==> src/rtl/mem_port_arbiter.sv <==
// mem_port_arbiter: shares one memory port between a fetch and a data requester,
// D-first with a streak guard for I, a per-transaction timeout and registered outputs.
module mem_port_arbiter #(
  parameter int MAX_D_STREAK = 4,
  parameter int TIMEOUT      = 255
) (
  input  logic        CLK,
  input  logic        RESET,
  input  logic        I_REQ,
  input  logic [31:0] I_ADDR,
  output logic        I_ACK,
  output logic [31:0] I_RDATA,
  output logic        I_ERR,
  input  logic        D_REQ,
  input  logic        D_WE,
  input  logic [31:0] D_ADDR,
  input  logic [31:0] D_WDATA,
  input  logic [1:0]  D_SIZE,
  input  logic        D_SIGN,
  output logic        D_ACK,
  output logic [31:0] D_RDATA,
  output logic        D_ERR,
  output logic        M_REQ,
  output logic        M_WE,
  output logic [31:0] M_ADDR,
  output logic [31:0] M_WDATA,
  output logic [1:0]  M_SIZE,
  output logic        M_SIGN,
  input  logic        M_ACK,
  input  logic [31:0] M_RDATA
);
  localparam int CW = $clog2(TIMEOUT + 1);
  localparam int SW = $clog2(MAX_D_STREAK + 1);
  typedef enum logic [1:0] {IDLE, BUSY_I, BUSY_D} state_t;
  state_t state_q, state_d;
  logic [CW-1:0] cnt_q, cnt_d;
  logic [SW-1:0] streak_q, streak_d;
  logic m_req_q, m_req_d, m_we_q, m_we_d, m_sign_q, m_sign_d;
  logic [31:0] m_addr_q, m_addr_d, m_wdata_q, m_wdata_d;
  logic [1:0] m_size_q, m_size_d;
  logic i_ack_q, i_ack_d, i_err_q, i_err_d, d_ack_q, d_ack_d, d_err_q, d_err_d;
  logic [31:0] i_rdata_q, i_rdata_d, d_rdata_q, d_rdata_d;
  logic idle, busy, gnt_i, gnt_d, gnt, tmo, fin;
  assign idle = state_q == IDLE;
  assign busy = ~idle;
  // any ack cycle is a dead arbitration cycle, which spaces same-port transactions
  assign gnt_i = idle & ~i_ack_q & ~d_ack_q & I_REQ & (~D_REQ | streak_q == SW'(MAX_D_STREAK));
  assign gnt_d = idle & ~i_ack_q & ~d_ack_q & D_REQ & ~gnt_i;
  assign gnt = gnt_i | gnt_d;
  assign tmo = busy & ~M_ACK & (cnt_q == CW'(TIMEOUT - 1));
  assign fin = (busy & M_ACK) | tmo;
  always_ff @(posedge CLK) begin
    if (!RESET) begin
      state_q   <= IDLE;
      cnt_q     <= '0;
      streak_q  <= '0;
      m_req_q   <= 1'b0;
      m_we_q    <= 1'b0;
      m_addr_q  <= '0;
      m_wdata_q <= '0;
      m_size_q  <= '0;
      m_sign_q  <= 1'b0;
      i_ack_q   <= 1'b0;
      i_err_q   <= 1'b0;
      i_rdata_q <= '0;
      d_ack_q   <= 1'b0;
      d_err_q   <= 1'b0;
      d_rdata_q <= '0;
    end else begin
      state_q   <= state_d;
      cnt_q     <= cnt_d;
      streak_q  <= streak_d;
      m_req_q   <= m_req_d;
      m_we_q    <= m_we_d;
      m_addr_q  <= m_addr_d;
      m_wdata_q <= m_wdata_d;
      m_size_q  <= m_size_d;
      m_sign_q  <= m_sign_d;
      i_ack_q   <= i_ack_d;
      i_err_q   <= i_err_d;
      i_rdata_q <= i_rdata_d;
      d_ack_q   <= d_ack_d;
      d_err_q   <= d_err_d;
      d_rdata_q <= d_rdata_d;
    end
  end
  always_comb begin
    state_d = gnt_i ? BUSY_I : gnt_d ? BUSY_D : fin ? IDLE : state_q;
  end
  always_comb begin
    m_req_d   = gnt ? 1'b1 : fin ? 1'b0 : m_req_q;
    m_we_d    = gnt ? gnt_d & D_WE : m_we_q;
    m_addr_d  = gnt ? (gnt_d ? D_ADDR : I_ADDR) : m_addr_q;
    m_wdata_d = gnt ? (gnt_d ? D_WDATA : 32'h0) : m_wdata_q;
    m_size_d  = gnt ? (gnt_d ? D_SIZE : 2'b10) : m_size_q;
    m_sign_d  = gnt ? gnt_d & D_SIGN : m_sign_q;
    i_ack_d   = fin & (state_q == BUSY_I);
    d_ack_d   = fin & (state_q == BUSY_D);
    i_err_d   = i_ack_d & tmo;
    d_err_d   = d_ack_d & tmo;
    i_rdata_d = i_ack_d ? (tmo ? 32'h0 : M_RDATA) : i_rdata_q;
    d_rdata_d = d_ack_d ? (tmo ? 32'h0 : M_RDATA) : d_rdata_q;
    cnt_d     = gnt ? '0 : (busy & ~M_ACK) ? cnt_q + 1'b1 : cnt_q;
    streak_d  = gnt_i ? '0 : !gnt_d ? streak_q : !I_REQ ? '0 :
                (streak_q == SW'(MAX_D_STREAK)) ? streak_q : streak_q + 1'b1;
  end
  assign M_REQ   = m_req_q;
  assign M_WE    = m_we_q;
  assign M_ADDR  = m_addr_q;
  assign M_WDATA = m_wdata_q;
  assign M_SIZE  = m_size_q;
  assign M_SIGN  = m_sign_q;
  assign I_ACK   = i_ack_q;
  assign I_ERR   = i_err_q;
  assign I_RDATA = i_rdata_q;
  assign D_ACK   = d_ack_q;
  assign D_ERR   = d_err_q;
  assign D_RDATA = d_rdata_q;
endmodule

==> config.mk <==
export PLATFORM = sky130hd
export DESIGN_NAME = mem_port_arbiter
export DESIGN_NICKNAME = d
export VERILOG_FILES = /design/src/rtl/mem_port_arbiter.sv
export SDC_FILE = /design/constraint.sdc
export NUM_CORES = 1
export LEC_CHECK = 0
export BUFFER_PORTS_ARGS = -buffer_cell sky130_fd_sc_hd__clkbuf_2
export CAP_MARGIN = 20
export CORE_UTILIZATION = 51
export CTS_BUF_LIST = sky130_fd_sc_hd__clkbuf_8
export CTS_CLUSTER_SIZE = 24
export DETAILED_ROUTE_END_ITERATION = 10
export GPL_ROUTABILITY_DRIVEN = 0
export PLACE_DENSITY_LB_ADDON = 0.05
export SETUP_SLACK_MARGIN = 0.15
export SLEW_MARGIN = 10
export SYNTH_ARGS = -nofsm -noshare
export SYNTH_HDL_FRONTEND = slang
export SYNTH_SLANG_ARGS = --single-unit
==> constraint.sdc <==
create_clock -name CLK -period 3.3 [get_ports CLK]
set_input_delay 0.165 -clock CLK [delete_from_list [all_inputs] [get_ports CLK]]
set_output_delay 0.165 -clock CLK [all_outputs]
set_load 0.01 [all_outputs]
==> results by group <==
Run status
  • Status: finished, final reports clean

Yosys
  • Average size of a mapped cell: roughly 8.6 um^2
  • Share of the yosys chip area belonging to registers: between 50% and 60%
  • Post-Syn Nets: 782
  • Distinct cell type count after synthesis: 35
  • Post-synthesis instance total: 641
  • Count of synthesis-stage warnings from yosys: 0
  • Dominant register cell in the synthesized netlist: sky130_fd_sc_hd__dfxtp_1
  • Register bit total from synthesis: 150
  • Cell area after synthesis: between 5000 and 6000 um^2
  • Post-synth ARST share: 0%
  • EDFF count, synth: 0

Global routing
  • Gr ovfl total: 0
  • First-pass GRT wire length: 28920 um
  • Pin count of the biggest net entering global routing: 45
  • Overall fraction of global-route tracks in use: approximately 32%
  • Antenna violations before repair: 0
  • Vias in the first global route: about 6200

Hold path
  • Hold Path Class: input port to register
  • Hold wc startpoint: D_ADDR[18]
  • Number of cells on the worst hold path: 3
  • Hold path endpoint: M_ADDR[18]

Setup path
  • Arrival @ worst endpoint: ~3.1 ns
  • Path depth of the worst reg2reg path: 5
  • Category of the critical setup timing path: register to register
  • RR Startpoint: state_q[0]
  • Maximum fanout count along the critical path: 35
  • Sort of element at the start of the critical path: register
  • Terminus of the critical flop-to-flop path: M_ADDR[26]
  • Type of element capturing the critical path: register
  • Required arrival time at the worst endpoint: between 3 and 4 ns
  • Internal reg-to-reg setup slack: around 0.55 ns

STA
  • Final number of setup-violating endpoints: 0
  • Transition at the pin with the smallest max-transition slack: about 1.0 ns
  • Total negative slack: 0 ns
  • Setup repair after global routing missed its margin: no
  • Post-route setup slack: around 0.55 ns
  • Period Utilization, post-route: 83.18%
  • Max-slew violation count: 0
  • Worst Skew: around 0.011 ns
  • Final worst hold slack: 0.02069 ns
  • Final critical-path required period: around 2.7 ns
  • Worst slew slack as a fraction of its limit: roughly a third
  • F_max: around 0.36 GHz
  • Hold violation total from the final report: 0

Finish
  • Fraction of final layout cells with drive strength greater than 1: around a third
  • Count of non-filler cells in the finished layout: roughly 1200
  • Final layout net count: between 1000 and 1500
  • Number of filler instances in the final layout: between 600 and 700
  • Area grow syn2layout: 54.39%
  • Diode count: 0

Drt
  • Total detailed-routing wirelength: between 15000 and 20000 um
  • Initial DRC count: 423
  • Via count: slightly above 6000
  • Routed len/inst: ~16 um
  • Post-DRT Antenna Nets: 0
  • DRC Markers: 0
  • Via-per-instance ratio: 5.345
  • Drt first pass iters: 5

Floorplan
  • Std cell rows: 37
  • Horiz. Die Dim: 105.7 um
  • Total die area: approximately 11000 um^2
  • Initial core utilization: 52.91%
  • I/O pin count: 274
  • Y dimension of the die: 105.7 um
  • Total core area: just over 10000 um^2

Power
  • Power density of the placed cells: 504.3 nW/um^2
  • Leak Pwr: a little under 4 nW
  • Largest voltage drop on the vdd net: ~280 uV

Clocking
  • CTS HTree Levels: 4
  • Total number of clock tree sinks: 150
  • Clock tree from TritonCTS: done
  • Clock tree root driver cell: sky130_fd_sc_hd__clkbuf_8
  • Hold-fix buffer count after cts: between 100 and 150
  • Clock transition time at the flip-flop clock pins of the worst setup and hold paths: 0.08 ns
  • Clock latency of the later-clocked register in the worst-skew pair: about 0.44 ns
  • Count of buffers added by post-CTS timing repair for setup: 0
  • Post-cts gate resize count: 0
  • Total CTS buffers: 17
  • CTS Buffer Depth: 2

Placed design
  • Post-detail-place hpwl: 10820 um
  • Port buffer count: 273
  • Placed Instances: approximately 1000
  • Dpl ws: roughly 1.2 ns

Flow run
  • Max-cap check violation count: 0
[cell usage after synthesis (4+ instances only)]
master	instances	area share (%)
sky130_fd_sc_hd__a21oi_1	126	11
sky130_fd_sc_hd__a22o_1	35	5.6
sky130_fd_sc_hd__and2_1	4	0.46
sky130_fd_sc_hd__and3_1	4	0.46
sky130_fd_sc_hd__buf_2	14	1.3
sky130_fd_sc_hd__buf_6	5	1.0
sky130_fd_sc_hd__clkbuf_1	29	2.0
sky130_fd_sc_hd__dfxtp_1	150	55
sky130_fd_sc_hd__ha_1	4	0.91
sky130_fd_sc_hd__inv_1	4	0.27
sky130_fd_sc_hd__nand2_1	177	12
sky130_fd_sc_hd__nand3_1	5	0.46
sky130_fd_sc_hd__nand4_1	4	0.46
sky130_fd_sc_hd__nor2_1	14	0.96
sky130_fd_sc_hd__o21ai_0	34	3.1
sky130_fd_sc_hd__xnor2_1	6	0.96
[final cells by class]
cell class / count / area, um^2 / area share [%]
Sequential cell: 150 / 3003 / 35.45
Timing Repair Buffer: 398 / 2625 / 30.99
Multi-Input combinational cell: 438 / 2233 / 26.37
Clock buffer: 18 / 247.7 / 2.925
Clock inverter: 14 / 176.4 / 2.083
Tap cell: 136 / 170.2 / 2.009
Inverter: 4 / 15.01 / 0.1773
[registers in the layout, summed over array words and instances (netlist names), 2 cells and up]
register / flops
streak_q: 3
state_q: 2
M_WDATA: 32
M_ADDR: 32
D_RDATA: 32
cnt_q: 8
I_RDATA: 32
M_SIZE: 2
[critical path: stages (launching register included)]
cell and delay, ns:
sky130_fd_sc_hd__dfxtp_1 0.39, sky130_fd_sc_hd__nor4_4 0.44, sky130_fd_sc_hd__o21a_1 0.87, sky130_fd_sc_hd__o21ai_0 0.22, sky130_fd_sc_hd__a21oi_1 0.18, sky130_fd_sc_hd__dlygate4sd3_1 0.58
[how the worst max path moves through the flow]
stage / start / endpoint / slack [ns] / cells after the start
after floorplan: state_q[1] / M_SIGN / 1.59 / 7
after global placement: RESET / M_WDATA[12] / 1.25 / 3
after detailed placement: state_q[0] / M_ADDR[3] / 1.18 / 4
after CTS: state_q[0] / M_ADDR[13] / 0.64 / 5
after global routing: state_q[0] / M_ADDR[26] / 0.37 / 5
final: state_q[0] / M_ADDR[26] / 0.55 / 5
[placed cells by master (no fill, tap or decap), types with 8 or more instances in the layout]
master / instances
sky130_fd_sc_hd__clkbuf_2: 273
sky130_fd_sc_hd__nand2_1: 177
sky130_fd_sc_hd__dfxtp_1: 150
sky130_fd_sc_hd__a21oi_1: 126
sky130_fd_sc_hd__dlygate4sd3_1: 114
sky130_fd_sc_hd__a22o_1: 35
sky130_fd_sc_hd__o21ai_0: 34
sky130_fd_sc_hd__clkbuf_8: 18
sky130_fd_sc_hd__nor2_1: 14
sky130_fd_sc_hd__buf_4: 8
[cells by family after synthesis]
kind of cell / synth area share, %
simple gates: 16.21
compound gates: 21.98
flops: 54.73
buf+inv: 4.698
xor+xnor: 1.277
fa+ha+maj: 0.9122
mux: 0.1824
[per-stage QoR]
stage,utilization (%),area [um^2],power (mW)
5_1_grt,81.68,8471,4.433
3_3_place_gp,66.04,6848,2.621
4_1_cts,81.13,8413,4.244
6_report,81.68,8471,4.272
2_1_floorplan,-,5487,2.377
3_5_place_dp,66.04,6848,2.639
[routing by layer]
metal,up-vias,routed length [um],part of all wire (%),GRT usage [%]
li1,2911,-,-,-
met1,2872,6933,38,35.10
met2,335,9272,51,57.66
met3,71,1352,7.4,8.596
met4,0,788,4.3,17.36
met5,-,0,0,0
[report_power, final]
group	internal, mW	leakage, nW	switching (mW)
sequential	1.93	1.23	0.0717
combinational	0.365	2.43	0.405
clock	0.777	0.215	0.726
total	3.07	3.87	1.20
Power figures use the tool's default switching activity.
